File: src/rtl/snake_body_streamer_pkg.sv
// Shared playfield geometry, direction encoding and helpers for the snake body streamer.

package snake_body_streamer_pkg;

    localparam int unsigned GAME_WIDTH  = 30;
    localparam int unsigned GAME_HEIGHT = 14;

    localparam logic [4:0] HEAD_X0 = 5'(GAME_WIDTH / 2);
    localparam logic [3:0] HEAD_Y0 = 4'(GAME_HEIGHT / 2);

    typedef enum logic [1:0] {
        DIR_UP    = 2'd0,
        DIR_DOWN  = 2'd1,
        DIR_LEFT  = 2'd2,
        DIR_RIGHT = 2'd3
    } dir_t;

    function automatic dir_t opposite(input dir_t d);
        return dir_t'({d[1], ~d[0]});
    endfunction

endpackage

File: src/rtl/snake_body_streamer_if.sv
// Segment stream from the body streamer to the renderer, one segment per clock.

interface snake_body_streamer_if;
    import snake_body_streamer_pkg::*;

    logic [4:0] snake_x;
    logic [3:0] snake_y;
    dir_t       snake_dir;
    logic       snake_first;
    logic       snake_last;
    logic       snake_valid;

    modport master (
        output snake_x, snake_y, snake_dir, snake_first, snake_last, snake_valid
    );

    modport slave (
        input snake_x, snake_y, snake_dir, snake_first, snake_last, snake_valid
    );

endinterface

File: src/rtl/snake_body_streamer_tile_step.sv
// Combinational one-tile move with playfield bounds check.

module snake_body_streamer_tile_step
    import snake_body_streamer_pkg::*;
(
    input  logic [4:0] x,
    input  logic [3:0] y,
    input  dir_t       dir,
    output logic [4:0] next_x,
    output logic [3:0] next_y,
    output logic       out_of_field
);

    always_comb begin
        next_x = x;
        next_y = y;
        unique case (dir)
            DIR_UP:    next_y = y - 4'd1;
            DIR_DOWN:  next_y = y + 4'd1;
            DIR_LEFT:  next_x = x - 5'd1;
            DIR_RIGHT: next_x = x + 5'd1;
        endcase
        out_of_field = (next_x == 5'd0) || (next_x > 5'(GAME_WIDTH)) ||
                       (next_y == 4'd0) || (next_y > 4'(GAME_HEIGHT));
    end

endmodule

File: src/rtl/snake_body_streamer.sv
// Snake body state (head, length, direction ring) with a head-to-tail segment walker
// that streams continuously to the renderer and flags wall/self collisions.

module snake_body_streamer
    import snake_body_streamer_pkg::*;
#(
    parameter int unsigned MAX_LEN  = 64,
    parameter int unsigned INIT_LEN = 3
) (
    input  logic                       clk,
    input  logic                       rst_n,
    input  logic                       game_rst_n,
    input  logic                       step,
    input  dir_t                       step_dir,
    input  logic                       grow,
    output logic [4:0]                 snake_head_x,
    output logic [3:0]                 snake_head_y,
    output logic [$clog2(MAX_LEN)-1:0] length,
    output logic                       full,
    output logic                       failure,
    snake_body_streamer_if.master      seg
);

    localparam int unsigned PTR_W = $clog2(MAX_LEN);
    localparam int unsigned LEN_W = PTR_W + 1;

    dir_t             ring_q [MAX_LEN];
    logic [4:0]       head_x_q, head_x_d, walk_x_q, walk_x_d, out_x_q, out_x_d;
    logic [3:0]       head_y_q, head_y_d, walk_y_q, walk_y_d, out_y_q, out_y_d;
    logic [PTR_W-1:0] head_ptr_q, head_ptr_d;
    logic [LEN_W-1:0] len_q, len_d, k_q, k_d;
    logic             failure_q, failure_d;
    dir_t             out_dir_q, out_dir_d;
    logic             out_first_q, out_first_d, out_last_q, out_last_d;
    logic             out_valid_q, out_valid_d;

    logic [PTR_W-1:0] new_ptr, rd_idx;
    dir_t             rd_dir;
    logic [4:0]       new_x, walk_nx;
    logic [3:0]       new_y, walk_ny;
    logic             new_oob, unused_walk_oob;
    logic             do_step, len_full, walk_last, self_hit;

    assign do_step   = step && !failure_q;
    assign new_ptr   = head_ptr_q - PTR_W'(1);
    assign rd_idx    = head_ptr_q + k_q[PTR_W-1:0];
    assign rd_dir    = ring_q[rd_idx];
    assign len_full  = (len_q == LEN_W'(MAX_LEN));
    assign walk_last = (k_q == len_q - LEN_W'(1));
    // Compare the segment just emitted against the head it was walked from.
    assign self_hit  = out_valid_q && !out_first_q &&
                       (out_x_q == head_x_q) && (out_y_q == head_y_q);

    snake_body_streamer_tile_step u_head_step (
        .x            (head_x_q),
        .y            (head_y_q),
        .dir          (step_dir),
        .next_x       (new_x),
        .next_y       (new_y),
        .out_of_field (new_oob)
    );

    snake_body_streamer_tile_step u_walk_step (
        .x            (walk_x_q),
        .y            (walk_y_q),
        .dir          (rd_dir),
        .next_x       (walk_nx),
        .next_y       (walk_ny),
        .out_of_field (unused_walk_oob)
    );

    always_comb begin
        head_x_d    = head_x_q;
        head_y_d    = head_y_q;
        head_ptr_d  = head_ptr_q;
        len_d       = len_q;
        failure_d   = failure_q || self_hit;
        k_d         = k_q;
        walk_x_d    = walk_x_q;
        walk_y_d    = walk_y_q;
        out_x_d     = walk_x_q;
        out_y_d     = walk_y_q;
        out_dir_d   = rd_dir;
        out_first_d = (k_q == '0);
        out_last_d  = walk_last;
        out_valid_d = 1'b1;

        if (do_step) begin
            head_x_d   = new_x;
            head_y_d   = new_y;
            head_ptr_d = new_ptr;
            if (grow && !len_full) begin
                len_d = len_q + LEN_W'(1);
            end
            failure_d = failure_d || new_oob;
            // Abort the pass: emit the new head now, walker resumes at the old head (k = 1).
            out_x_d     = new_x;
            out_y_d     = new_y;
            out_dir_d   = opposite(step_dir);
            out_first_d = 1'b1;
            out_last_d  = 1'b0;
            k_d         = LEN_W'(1);
            walk_x_d    = head_x_q;
            walk_y_d    = head_y_q;
        end else if (walk_last) begin
            k_d      = '0;
            walk_x_d = head_x_q;
            walk_y_d = head_y_q;
        end else begin
            k_d      = k_q + LEN_W'(1);
            walk_x_d = walk_nx;
            walk_y_d = walk_ny;
        end

        if (!game_rst_n) begin
            head_x_d    = HEAD_X0;
            head_y_d    = HEAD_Y0;
            head_ptr_d  = '0;
            len_d       = LEN_W'(INIT_LEN);
            failure_d   = 1'b0;
            k_d         = '0;
            walk_x_d    = HEAD_X0;
            walk_y_d    = HEAD_Y0;
            out_x_d     = '0;
            out_y_d     = '0;
            out_dir_d   = DIR_UP;
            out_first_d = 1'b0;
            out_last_d  = 1'b0;
            out_valid_d = 1'b0;
        end
    end

    always_ff @(posedge clk or negedge rst_n) begin
        if (!rst_n) begin
            head_x_q    <= HEAD_X0;
            head_y_q    <= HEAD_Y0;
            head_ptr_q  <= '0;
            len_q       <= LEN_W'(INIT_LEN);
            failure_q   <= 1'b0;
            k_q         <= '0;
            walk_x_q    <= HEAD_X0;
            walk_y_q    <= HEAD_Y0;
            out_x_q     <= '0;
            out_y_q     <= '0;
            out_dir_q   <= DIR_UP;
            out_first_q <= 1'b0;
            out_last_q  <= 1'b0;
            out_valid_q <= 1'b0;
        end else begin
            head_x_q    <= head_x_d;
            head_y_q    <= head_y_d;
            head_ptr_q  <= head_ptr_d;
            len_q       <= len_d;
            failure_q   <= failure_d;
            k_q         <= k_d;
            walk_x_q    <= walk_x_d;
            walk_y_q    <= walk_y_d;
            out_x_q     <= out_x_d;
            out_y_q     <= out_y_d;
            out_dir_q   <= out_dir_d;
            out_first_q <= out_first_d;
            out_last_q  <= out_last_d;
            out_valid_q <= out_valid_d;
        end
    end

    always_ff @(posedge clk or negedge rst_n) begin
        if (!rst_n) begin
            for (int i = 0; i < MAX_LEN; i++) ring_q[i] <= DIR_LEFT;
        end else if (!game_rst_n) begin
            for (int i = 0; i < MAX_LEN; i++) ring_q[i] <= DIR_LEFT;
        end else if (do_step) begin
            ring_q[new_ptr] <= opposite(step_dir);
        end
    end

    // length carries len mod MAX_LEN; full distinguishes MAX_LEN from zero.
    assign snake_head_x    = head_x_q;
    assign snake_head_y    = head_y_q;
    assign length          = len_q[PTR_W-1:0];
    assign full            = len_full;
    assign failure         = failure_q;
    assign seg.snake_x     = out_x_q;
    assign seg.snake_y     = out_y_q;
    assign seg.snake_dir   = out_dir_q;
    assign seg.snake_first = out_first_q;
    assign seg.snake_last  = out_last_q;
    assign seg.snake_valid = out_valid_q;

endmodule

File: src/flat_wrapper.sv
// flat-port wrapper written by rule: the top's interface ports become plain ports
module snake_body_streamer_flat import snake_body_streamer_pkg::*;
#(
    parameter int unsigned MAX_LEN  = 64,
    parameter int unsigned INIT_LEN = 3
)
  (clk, rst_n, game_rst_n, step, step_dir, grow, snake_head_x, snake_head_y, length, full, failure, seg_snake_x, seg_snake_y, seg_snake_dir, seg_snake_first, seg_snake_last, seg_snake_valid);
  snake_body_streamer_if seg_i ();
  input  logic clk;
  input  logic rst_n;
  input  logic game_rst_n;
  input  logic step;
  input  dir_t step_dir;
  input  logic grow;
  output logic [4:0] snake_head_x;
  output logic [3:0] snake_head_y;
  output logic [$clog2(MAX_LEN)-1:0] length;
  output logic full;
  output logic failure;
  output wire logic [$bits(seg_i.snake_x)-1:0] seg_snake_x;
  output wire logic [$bits(seg_i.snake_y)-1:0] seg_snake_y;
  output wire logic [$bits(seg_i.snake_dir)-1:0] seg_snake_dir;
  output wire logic [$bits(seg_i.snake_first)-1:0] seg_snake_first;
  output wire logic [$bits(seg_i.snake_last)-1:0] seg_snake_last;
  output wire logic [$bits(seg_i.snake_valid)-1:0] seg_snake_valid;
  assign seg_snake_x = seg_i.snake_x;
  assign seg_snake_y = seg_i.snake_y;
  assign seg_snake_dir = seg_i.snake_dir;
  assign seg_snake_first = seg_i.snake_first;
  assign seg_snake_last = seg_i.snake_last;
  assign seg_snake_valid = seg_i.snake_valid;
  snake_body_streamer #(.MAX_LEN(MAX_LEN), .INIT_LEN(INIT_LEN)) u_core (.clk(clk), .rst_n(rst_n), .game_rst_n(game_rst_n), .step(step), .step_dir(step_dir), .grow(grow), .snake_head_x(snake_head_x), .snake_head_y(snake_head_y), .length(length), .full(full), .failure(failure), .seg(seg_i));
endmodule
File: config.mk
export PLATFORM = sky130hd
export DESIGN_NAME = snake_body_streamer_flat
export DESIGN_NICKNAME = d
export VERILOG_FILES = /design/src/rtl/snake_body_streamer_pkg.sv /design/src/rtl/snake_body_streamer_if.sv /design/src/rtl/snake_body_streamer_tile_step.sv /design/src/rtl/snake_body_streamer.sv /design/src/flat_wrapper.sv
export SDC_FILE = /design/constraint.sdc
export NUM_CORES = 1
export LEC_CHECK = 0
export CORE_MARGIN = 2
export CORE_UTILIZATION = 50
export DETAILED_ROUTE_END_ITERATION = 10
export GPL_TIMING_DRIVEN = 0
export PLACE_DENSITY_LB_ADDON = 0.05
export SYNTH_ARGS = -nofsm -noshare
export SYNTH_HDL_FRONTEND = slang
export SYNTH_HIERARCHICAL = 1
export SYNTH_SLANG_ARGS = --single-unit
export TNS_END_PERCENT = 1
File: constraint.sdc
create_clock -name clk -period 5.55 [get_ports clk]
set_input_delay 1.11 -clock clk [delete_from_list [all_inputs] [get_ports clk]]
set_output_delay 1.11 -clock clk [all_outputs]
set_load 0.01 [all_outputs]
---- Yosys cells after proc, flatten, opt, wreduce, memory -nomap -nowiden ----
Cells that the tools add are included.
word-level totals
  output and inout bits ................... 31
  logic and storage cells ................. 176
  register bits after elaboration ......... 181
cells by class
  magnitude comparators ................... 5
  add/subtract/negate cells ............... 13
  mux-type cells .......................... 43
  bitwise operators ....................... 3
  eq/ne operators ......................... 14
  reductions and logical operators ........ 20
operators by type and width
  kind                                                         number
  two-way mux 128 bit                                          2
  bitwise mux 128 bit                                          1
  two-way mux 7 bit                                            6
  two-way mux 5 bit                                            7
  two-way mux 4 bit                                            7
  case mux 5 bit (2 select lines)                              2
  case mux 4 bit (2 select lines)                              2
  adder 7 x 1 -> 7 bit (second input constant)                 2
  >= comparator 7 bit (second input constant)                  2
  NOT 6 -> 7 bit                                               2
  binary-select mux 2 bit (select 6 bit)                       1
  demux 2 bit (select 6 bit)                                   1
  two-way mux 6 bit                                            2
  adder 5 x 1 -> 5 bit (second input constant)                 2
  two-way mux 2 bit                                            5
  inequality test 5 x 1 -> 1 bit (second input constant)       2
  subtractor 5 x 1 -> 5 bit (second input constant)            2
  adder 4 x 1 -> 4 bit (second input constant)                 2
  equality test 2 bit (second input constant)                  4
  subtractor 4 x 1 -> 4 bit (second input constant)            2
  equality test 7 bit                                          1
  equality test 7 bit (second input constant)                  1
  logical NOT 7 bit                                            1
  less-than comparator 7 x 1 -> 1 bit (second input constant)  1
  18 further kinds                                             38

---- Logic depth before layout (Yosys ltp) ----
  depth in word-level cells ............... 10
  mapped depth ............................ 22

---- Hierarchy ----
The synthesis kept the hierarchy.
modules (own cells, without submodules)
  module                         cells each  instances  area an instance (sq um)  seq. area each (sq um)
  snake_body_streamer            1,041       1          9,885.7                   4,629.4
  snake_body_streamer_tile_step  76          2          535.5                     0.0

---- Worst setup path before layout ----
OpenSTA, ideal clock, no wires.
  path kind ............................... register to register
  start point ............................. register u_core.head_ptr_q[0]
  end point ............................... register u_core.walk_x_q[4]
  clock period less this slack ............ 4.256 ns
  data required time ...................... 5.430 ns
  buffers on the path ..................... 4
  path slack .............................. 1.294 ns
  data arrival time ....................... 4.136 ns
  stages on the path, launching flop included .. 22
  path through ............................ dfrtp_1 > ha_1 > inv_1 > fa_1 > buf_2 > buf_2 > buf_4 > mux2i_1 > and3_1 > nor4_1 > mux2i_1 > mux2i_1 > mux2_2 > buf_2 > nand2_1 > ha_1 > nor2b_1 > or4_1 > nand3_1 > nand2_1 > mux2i_1 > nor2b_1
between the ends
  longest elaborated chain between the ends .. 10
ends and longest elaborated chain
  element                                                    line                                 RTL
  from (decl)                                                snake_body_streamer.sv:30            logic [PTR_W-1:0] head_ptr_q, head_ptr_d;
  from (signal assigned)                                     snake_body_streamer.sv:152           head_ptr_q <= head_ptr_d;
  adder 6 bit (*)                                            snake_body_streamer.sv:46            assign rd_idx = head_ptr_q + k_q[PTR_W-1:0];
  NOT 6 -> 7 bit (implied by the code) (*)                   snake_body_streamer.sv:47            assign rd_dir = ring_q[rd_idx];
  binary-select mux 2 bit (select 6 bit) (*)                 snake_body_streamer.sv:47
  two-way mux 2 bit (implied by the code) (*) (2 in series)  snake_body_streamer.sv:47
  net u_core.rd_dir[1]                                       snake_body_streamer.sv:38            dir_t rd_dir;
  equality test 2 bit                                        snake_body_streamer_tile_step.sv:17  unique case (dir)
  case mux 5 bit (2 select lines) (*)                        snake_body_streamer_tile_step.sv:17
  net u_core.walk_nx[4]                                      snake_body_streamer.sv:39            logic [4:0] new_x, walk_nx;
  two-way mux 5 bit (*)                                      snake_body_streamer.sv:105           end else if (walk_last) begin
  two-way mux 5 bit (*)                                      snake_body_streamer.sv:88            if (do_step) begin
  two-way mux 5 bit (*)                                      snake_body_streamer.sv:115           if (!game_rst_n) begin
  net u_core.walk_x_d[4]                                     snake_body_streamer.sv:28            logic [4:0] head_x_q, head_x_d, walk_x_q, walk_x_d, out_x_q, out_x_d;
  to (signal assigned)                                       snake_body_streamer.sv:156           walk_x_q <= walk_x_d;
  to (decl)                                                  snake_body_streamer.sv:28
Mark *: on every way through the listed nets, which the timed path passes. The rest lies on a longest branch. The select of a mux whose other input is x is not followed.
A chain may end at the register's enable or synchronous reset.

---- Final worst setup path ----
  start point ............................. register u_core.head_ptr_q[0]
  end point ............................... register u_core.walk_y_q[3]
between the ends
  longest elaborated chain between the ends .. 10
ends and longest elaborated chain
  element                                                            line                                 RTL
  adder 6 bit (*)                                                    snake_body_streamer.sv:46
  NOT 6 -> 7 bit (implied by the code) (*)                           snake_body_streamer.sv:47
  binary-select mux 2 bit (select 6 bit) (*)                         snake_body_streamer.sv:47
  two-way mux 2 bit (implied by the code) (*) (2 in series)          snake_body_streamer.sv:47
  net u_core.rd_dir[1]                                               snake_body_streamer.sv:38
  equality test 2 x 1 -> 1 bit or logical NOT 2 bit (tied branches)  snake_body_streamer_tile_step.sv:17
  case mux 4 bit (2 select lines) (*)                                snake_body_streamer_tile_step.sv:17
  net u_core.walk_ny[3]                                              snake_body_streamer.sv:40            logic [3:0] new_y, walk_ny;
  two-way mux 4 bit (*)                                              snake_body_streamer.sv:105
  two-way mux 4 bit (*)                                              snake_body_streamer.sv:88
  two-way mux 4 bit (*)                                              snake_body_streamer.sv:115
  net u_core.walk_y_d[3]                                             snake_body_streamer.sv:29            logic [3:0] head_y_q, head_y_d, walk_y_q, walk_y_d, out_y_q, out_y_d;
  to (signal assigned)                                               snake_body_streamer.sv:157           walk_y_q <= walk_y_d;
  to (decl)                                                          snake_body_streamer.sv:29
Marks and branches as above.

==> out/metrics.yaml <==
cts_tree: "yes"
io_buffer_count: 37
start_kind: "register"
path_delay_family: "compound AO/OA/AOI/OAI gates"
via_per_inst: 6.16
clkSinkCount: 181
syn_area_mm2: 0.0109
firstDrtPassIters: 5
cp.required_ns: 5.87
worst_slew_pin_slew_ns: 1.31
grt.overflow.total: 0
syn_area_per_cell_um2: 9.23
design_area_mm2: 0.0123
dieWidth_um: 151
cts_buffers: 17
rows: 53
grt_pass1_vias: 8846
drive_gt1_frac: 0.139
placed_area_mm2: 0.0116
cts_setup_buffers: 0
swShare: 0.372
power.internal_mw: 2.75
diodes: 0
cts_root_buf: "clkbuf_16"
fin_skew_ns: 0.0143
num_vias: 9381
critPathMaxStageDelay_ns: 0.60
p_clk_frac: 0.301
maxSlewViolCount: 0
multiInputGateArea_mm2: 0.00567
syn_inst: 1177
cp_max_fo: 10
p_leak_nw: 5.72
hold_class: "register to register"
syn_nets: 1212
grt_use_total: 0.298
crit_path_cell_trace: "ha_1 -> inv_1 -> fa_1 -> buf_2 -> clkbuf_1 -> nor2b_1 -> a2111oi_0 -> nor4_1 -> mux2i_1 -> mux2i_1 -> mux2_2 -> buf_2 -> nand2b_1 -> ha_1 -> a21o_1 -> a2111o_1 -> nand4_2 -> nand2_1 -> mux2i_1 -> nor2b_1"
period_share: 0.972
hp-start: "u_core/ring_q[99]"
powerDensity_mw_per_mm2: 358
clk_latency_ns: 0.43
power_mw: 4.38
combPwrFrac: 0.355
area_growth_syn_to_layout_pct: 12.8
critPathArrivalTime_ns: 5.71
dpl.hpwl_um: 22400
slew_headroom: 0.120
stdcell_count: 1522
yosys_warnings: 6
rsz0062_at_grt: "no"
postRouteAntennaNets: 0
clk_path_buf_depth: 2
grt_start_max_net_pins: 101
post-route-drc-count: 0
die_h_um: 151
fill_cells: 1905
htreeDepth: 4
drt_iter0_drc: 950
cap_violations: 0
reg2reg_from: "u_core/head_ptr_q[0]"
status: "finished clean"
final-seq-area_mm2: 0.00463
endpoint_kind: "register"
critPathLaunch: "u_core/head_ptr_q[0]"
wirelength_um: 33200
post_drt_wl_per_cell_um: 21.8
start_util: 0.513
switchingPower_mw: 1.63
clkTransAtPathRegs_ns: 0.07
crit_buf_inv: 4
slowest_stage: "clkbuf_1"
crit_top_cell: "mux2i_1"
grt_first_pass_wirelength_um: 51200
ios: 38
seqPwrFrac: 0.344
antenna_found_initial: 0
path_class: "register to register"
gp_congestion: 0.895
layout.nets: 1269
finalHoldViolCount: 0
core_region_area_mm2: 0.0212
finalSetupViolCount: 0
die_area_mm2: 0.0229
ir_drop_v: 0.000229
fmax_mhz: 185
place_inst: 1490
fin_crit_ns: 5.40
cells in the final DEF (no fill, tap or decap), types with 21 or more instances in the layout:
cell type        count
nand2_1            190
dfrtp_1            101
nand3_1             80
dfstp_2             80
nor2_1              70
mux2i_1             65
clkbuf_1            60
o21ai_0             57
nor2b_1             49
o211a_1             49
clkdlybuf4s50_1     36
and3_1              36
a2111oi_0           32
xnor2_1             27
inv_1               23
ha_1                23
xor2_1              21
layout make-up:
class,count,area share
multi-input cells,870,0.463
flip-flops and latches,181,0.378
clock buffers,21,0.0393
plain buffers,99,0.0376
repair buffers,38,0.0329
well taps,275,0.0281
clock inverters,11,0.0132
inverters,27,0.00827
worst reg2reg max path, stage by stage, from the launching register on:
cell,delay [ns]
dfrtp_1,0.53
ha_1,0.23
inv_1,0.06
fa_1,0.48
buf_2,0.14
clkbuf_1,0.60
nor2b_1,0.11
a2111oi_0,0.58
nor4_1,0.12
mux2i_1,0.29
mux2i_1,0.12
mux2_2,0.33
buf_2,0.20
nand2b_1,0.24
ha_1,0.31
a21o_1,0.21
a2111o_1,0.43
nand4_2,0.09
nand2_1,0.05
mux2i_1,0.14
nor2b_1,0.06
metrics by stage:
step	setup WS [ns]	setup TNS, ns	util	hold slack (ns)
CTS	0.174	0	0.579	0.493
detailed placement	0.189	0	0.549	0.481
global route	0.0369	0	0.579	0.515
finish	0.155	0	0.579	0.494
global placement	-4.32	-589.10	0.547	0.479
floorplan	1.34	0	-	0.464
layer usage:
metal	global-route usage	vias up	share of wire
li1	-	4273	-
met1	0.410	4626	0.44
met2	0.464	401	0.45
met3	0.0491	81	0.073
met4	0.132	0	0.038
met5	0	-	0
flip-flops by register name, summed over array words and instances, names as in the netlist, 4 cells and up:
name and flops:
u_core/head_ptr_q 6, u_core/k_q 7, u_core/len_q 7, u_core/ring_q 128, u_core/seg.snake_x 5, u_core/seg.snake_y 4, u_core/snake_head_x 5, u_core/snake_head_y 4
u_core/walk_x_q 5, u_core/walk_y_q 4
power by group through the flow:
stage | logic (mW) | clock network [mW] | registers [mW]
4_1_cts | 1.51 | 1.35 | 1.51
2_1_floorplan | 1.01 | 0 | 1.51
6_report | 1.56 | 1.32 | 1.51
3_5_place_dp | 1.51 | 0 | 1.53
5_1_grt | 1.67 | 1.40 | 1.52
3_3_place_gp | 1.49 | 0 | 1.53
worst paths after layout:
path / endpoint / slack (ns) / depth (start not counted)
setup reg to reg: u_core/walk_y_q[3] / 0.15 / 20
hold / removal: u_core/ring_q[99] / 0.49 / 2
setup / recovery: u_core/walk_y_q[3] / 0.15 / 20
min in group asynchronous: u_core/seg.snake_y[1] / 0.67 / 1
max in group asynchronous: u_core/ring_q[27] / 3.94 / 2
hold reg to reg: u_core/ring_q[99] / 0.49 / 2
what timing repair did:
| item | in CTS | in global routing |
|---|---|---|
| setup endpoints to repair | 0 | 2 |
| hold buffers | 0 | 0 |
| gates resized for setup | 0 | 6 |
(Power assumes the default switching activity.)
==> RTL change 1, RTL diff (config.mk and constraints unchanged) <==
`MAX_LEN` is set to 64 in 2 places; all go to 32.
--- a/src/rtl/snake_body_streamer.sv
+++ b/src/rtl/snake_body_streamer.sv
@@ -5,5 +5,5 @@
     import snake_body_streamer_pkg::*;
 #(
-    parameter int unsigned MAX_LEN  = 64,
+    parameter int unsigned MAX_LEN  = 32,
     parameter int unsigned INIT_LEN = 3
 ) (
--- a/src/flat_wrapper.sv
+++ b/src/flat_wrapper.sv
@@ -2,5 +2,5 @@
 module snake_body_streamer_flat import snake_body_streamer_pkg::*;
 #(
-    parameter int unsigned MAX_LEN  = 64,
+    parameter int unsigned MAX_LEN  = 32,
     parameter int unsigned INIT_LEN = 3
 )
Interface: changed (resized length); port bits go from 38 to 37. No check against the original RTL was run, so the function may have changed too.
==> RTL change 1 against the unedited design <==
- sequential cell count fell by 67
- area after synthesis fell by 34%
- sequential power down 35%
- critical path type unchanged
- count of clock-buffer cells in the layout unchanged
- final area fell by 31%
- setup slack improved by 0.39 ns
- routed wire length decreased by 45%
- total power shrank 33%
==> RTL change 1: results (changes against the unedited design) <==
The run gives 836 (was 1269) as the total number of nets in the final design. The vias per cell was 5.82 (was 6.16); the cell count after synthesis was 742 (was 1177). The tools report the maximum level of the CTS H-tree as 4 (unchanged). Via count of the first global-routing pass: 5701 (was 8846).

Count of buffers inserted at the top-level ports: 36 (was 37). The run gives 0 (unchanged) as the number of antenna violations at the first check in global routing. For the routed length on met3, the log shows 733 um (was 2430 um). The half-perimeter wire length after detailed placement came out at 13300 um (was 22400 um). The wire length of the first global-routing pass is 29500 um (was 51200 um).

For the met2 track demand over resource, the log shows 43.9% (was 46.4%). The minimum setup slack after placement came out at 0.683 ns (was 0.189 ns). Uppermost layer routed: met4 (unchanged). The met1 layer usage reported by global route came out at 32.0% (was 41.0%).

The flow ran to the end, and the final reports show no timing, DRC or antenna violations. The number of violations reported at the end of detailed-routing iteration 0 was 448 (was 950). The run gives 0 (unchanged) as the final antenna-violating net count. The run gives 17 (unchanged) as the number of buffers inserted during clock tree synthesis. Met3 usage in global routing: 4.99% (was 4.91%). The setup clock skew after layout was 0.0107 ns (was 0.0143 ns); the total of warnings raised by yosys was 6 (unchanged). For the sum of met2 wire segment lengths after detailed routing, the log shows 9130 um (was 15000 um). The largest net degree at the start of global routing came out at 68 (was 101).

The tools report the arrival time at the worst endpoint as 5.31 ns (was 5.71 ns). For the final weighted congestion in routability-driven placement, the log shows 0.891 (was 0.895). The total global routing track utilization was 25.7% (was 29.8%); the cell internal power dissipation was 2020 uW (was 2750 uW). The tools report the static power due to leakage as 0.00397 uW (was 0.00572 uW).

The run gives 0.212 mV (was 0.229 mV) as the maximum VDD drop. The logs give 7960 um (was 14400 um) for the wire length on met1 and 780 (was 1212) for the post-synth net total. The flip-flop count of the largest register, all copies and words added came out at 64 (was 128). The routed wire length is 18300 um (was 33200 um). The cell type of the slowest stage on the worst timing path was sky130_fd_sc_hd__dfrtp_1 (was sky130_fd_sc_hd__clkbuf_1). The critical-path maximum fanout was 10 (unchanged). Largest registers: u_core/ring_q x64, u_core/k_q x6, u_core/len_q x6 (was u_core/ring_q x128, u_core/k_q x7, u_core/len_q x7). The worst slew slack as a fraction of its limit is 46.1% (was 12.0%), and the delay contributed by the slowest stage of the critical path is 0.53 ns (was 0.60 ns). Number of filler cells placed in the layout: 1162 (was 1905). The tools report the cell count after placement as 959 (was 1490).

The layout cell share with drive strength beyond 1 works out to 17.1% (was 13.9%). Clock-pin transition on the worst setup and hold timing paths: 0.05 ns (was 0.07 ns). The run gives 5763 (was 9381) as the total number of vias. The maximum number of buffers from clock root to sink is 2 (unchanged).
-- RTL change 1: stage by stage --
stage	hold WS, ns	instance area (sq um)	util [%]	TNS (ns)
after global routing	0.532	8410	60.3	0
after CTS	0.509	8410	60.3	0
after global placement	0.494	7760	55.7	-61.44
after floorplan	0.482	7170	-	0
after detailed placement	0.497	7780	55.8	0
final	0.509	8410	60.3	0
-- RTL change 1: worst max-delay path: cells and delay by family, from the launching register on --
family / cells / cell delay (ns)
buf+inv: 4 / 1.19
fa+ha+maj: 3 / 1.02
compound gates: 3 / 0.89
mux: 3 / 0.73
flops: 1 / 0.53
simple gates: 5 / 0.51
-- RTL change 1: power by group through the flow --
stage | registers (uW) | clock network, uW | logic (uW)
3_5_place_dp | 992 | 0 | 774
6_report | 981 | 1160 | 785
3_3_place_gp | 987 | 0 | 748
2_1_floorplan | 981 | 0 | 542
5_1_grt | 988 | 1220 | 860
4_1_cts | 979 | 1180 | 779
-- RTL change 1: worst paths after layout --
path	from	to	slack, ns	cells after the start
min in group asynchronous	rst_n	u_core/ring_q[22]	0.71	1
worst min-delay path	u_core/ring_q[3]	u_core/ring_q[3]	0.51	2
worst min register to register	u_core/ring_q[3]	u_core/ring_q[3]	0.51	2
worst max register to register	u_core/head_ptr_q[0]	u_core/walk_y_q[3]	0.55	18
worst max-delay path	u_core/head_ptr_q[0]	u_core/walk_y_q[3]	0.55	18
max in group asynchronous	rst_n	u_core/walk_y_q[1]	4.05	2
-- RTL change 1: layout make-up --
cell class              count  area [sq um]  area share [%]
clock inverters            11           158            1.87
plain buffers              52           304            3.62
multi-input cells         549          3850            45.8
inverters                  27           101            1.21
well taps                 180           225            2.68
clock buffers              21           470            5.59
repair buffers             37           385            4.58
flip-flops and latches    114          2910            34.6
==> RTL change 2, RTL diff (same flow settings) <==
Made on the original files. Make the reset (`rst_n`) synchronous in 2 clocked blocks.
--- a/src/rtl/snake_body_streamer.sv
+++ b/src/rtl/snake_body_streamer.sv
@@ -131,5 +131,5 @@
     end
 
-    always_ff @(posedge clk or negedge rst_n) begin
+    always_ff @(posedge clk) begin
         if (!rst_n) begin
             head_x_q    <= HEAD_X0;
@@ -165,5 +165,5 @@
     end
 
-    always_ff @(posedge clk or negedge rst_n) begin
+    always_ff @(posedge clk) begin
         if (!rst_n) begin
             for (int i = 0; i < MAX_LEN; i++) ring_q[i] <= DIR_LEFT;
Check against the original RTL: differs if rst_n is asserted again (counterexample within 4 cycles, from zero or initial values and one cycle with rst_n low); with rst_n held inactive, the same outputs for 4 cycles.
==> RTL change 2 against the unedited design <==
- sequential cell count did not move
- routed wire length fell by 9.3%
- area after synthesis fell by 7.4%
- setup slack improved by 0.093 ns
- hold slack got worse by 0.016 ns
- final area fell by 7.0%
- critical endpoint is now u_core/walk_x_q[4]
Power is not compared: it rests on default switching activity, and its combinational part moved more than twofold at a synthesized area within 25%.
==> RTL change 2: results (changes against the unedited design) <==
The delay contributed by the slowest stage of the critical path is 0.91 ns (was 0.60 ns). Cell internal power dissipation: 2380 uW. The clock-pin transition on the worst setup and hold timing paths works out to 0.07 ns (about the same). The number of antenna violations at the first check in global routing is 0 (unchanged), and the final total negative setup slack is 0 ns (unchanged).

The logs give 0.00419 uW for the static power due to leakage and 21100 um (was 22400 um) for the half-perimeter wire length after detailed placement. The via count of the first global-routing pass came out at 7802 (was 8846). Cell type of the slowest stage on the worst timing path: sky130_fd_sc_hd__a2111oi_0 (was sky130_fd_sc_hd__clkbuf_1). The final weighted congestion in routability-driven placement was 0.922 (was 0.895); the maximum VDD drop was 0.217 mV. The clock reaches the later pin of the worst-skew pair after 0.44 ns. The run gives 0 (unchanged) as the number of buffers inserted by hold repair at cts.

Largest registers: u_core/ring_q x128, u_core/k_q x7, u_core/len_q x7 (unchanged). The minimum setup slack after placement was 0.183 ns (was 0.189 ns). The wire length of the first global-routing pass is 44900 um (was 51200 um). For the largest net degree at the start of global routing, the log shows 18 (was 101). The layout cell share with drive strength beyond 1 was 8.71% (was 13.9%). The maximum level of the CTS H-tree came out at 4 (unchanged). Total number of vias: 8133 (was 9381). For the total global routing track utilization, the log shows 28.2% (was 29.8%). The critical-path maximum fanout was 10 (unchanged). The category of cells accounting for the largest share of critical-path delay is simple AND/OR/NAND/NOR gates (was compound AO/OA/AOI/OAI gates). The run gives 2 (unchanged) as the maximum number of buffers from clock root to sink. Number of filler cells placed in the layout: 1768 (was 1905).

The total of warnings raised by yosys came out at 6 (unchanged). The source of the critical timing path is u_core/k_q[0] (was u_core/head_ptr_q[0]). The run finished with clean final reports. The number of antenna cells inserted was 0 (unchanged). The arrival time at the worst endpoint is 5.61 ns (was 5.71 ns), and the count of buffers inserted at the top-level ports is 37 (unchanged). The post-detailed-route wirelength per cell is 22.0 um (was 21.8 um), and the number of buffers inserted during clock tree synthesis is 17 (unchanged).

The tools report the launch point of the worst hold path as u_core/walk_y_q[0] (was u_core/ring_q[99]). The transition time of the tightest slew-check pin was 1.33 ns (was 1.31 ns); the number of violations reported at the end of detailed-routing iteration 0 was 797 (was 950). The tools report the clock tree root driver cell as sky130_fd_sc_hd__clkbuf_16 (unchanged).

The setup clock skew after layout is 0.00974 ns (was 0.0143 ns). The iteration count of the initial detailed-routing pass is 5 (unchanged). The post-synth net total is 1067 (was 1212).
==> RTL change 2: worst min-delay path: cells and delay by family, from the launching register on <==
| kind | cells | cell delay [ns] |
|---|---|---|
| compound gates | 1 | 0.06 |
| simple gates | 1 | 0.06 |
| flops | 1 | 0.31 |
==> RTL change 2: per-stage QoR <==
step	hold slack [ns]	cell area, sq um	instances
6_report	0.477	11400	1367
5_1_grt	0.505	11400	1367
4_1_cts	0.483	11400	1367
3_5_place_dp	0.468	10800	1335
3_3_place_gp	0.472	10800	1335
2_1_floorplan	0.433	10100	1033
==> RTL change 2: path summary, 6_finish.rpt <==
path / endpoint / slack (ns) / depth (start not counted)
worst max-delay path: u_core/walk_x_q[4] / 0.25 / 20
worst min-delay path: u_core/seg.snake_y[0] / 0.48 / 2
worst max register to register: u_core/walk_x_q[4] / 0.25 / 20
worst min register to register: u_core/seg.snake_y[0] / 0.48 / 2
==> RTL change 2: power by group through the flow <==
stage	registers (uW)	logic (uW)	clock network [uW]
2_1_floorplan	1530	409	0
3_3_place_gp	1530	591	0
3_5_place_dp	1530	596	0
4_1_cts	1500	600	1250
5_1_grt	1510	663	1300
6_report	1500	613	1230
==> RTL change 2: layer usage <==
layer	wire [um]	GRT usage (%)	up-vias
met2	14800	47.7	379
met3	2190	4.92	72
li1	-	-	3798
met5	0	0	-
met4	1060	11.8	0
met1	12000	35.9	3884
==> RTL change 2: repair_timing <==
item | in CTS | in global routing
setup buffers | 0 | 0
gates resized for setup | 0 | 20
setup endpoints to repair | 0 | 1
==> RTL change 2: cell type report <==
class                           count  share of cell area (%)
Sequential cell                   181                    43.0
Multi-Input combinational cell    738                    40.9
Clock buffer                       18                    3.77
Buffer                             87                    3.67
Timing Repair Buffer               37                    3.25
Tap cell                          265                    2.91
Clock inverter                     14                    1.54
Inverter                           27                   0.889
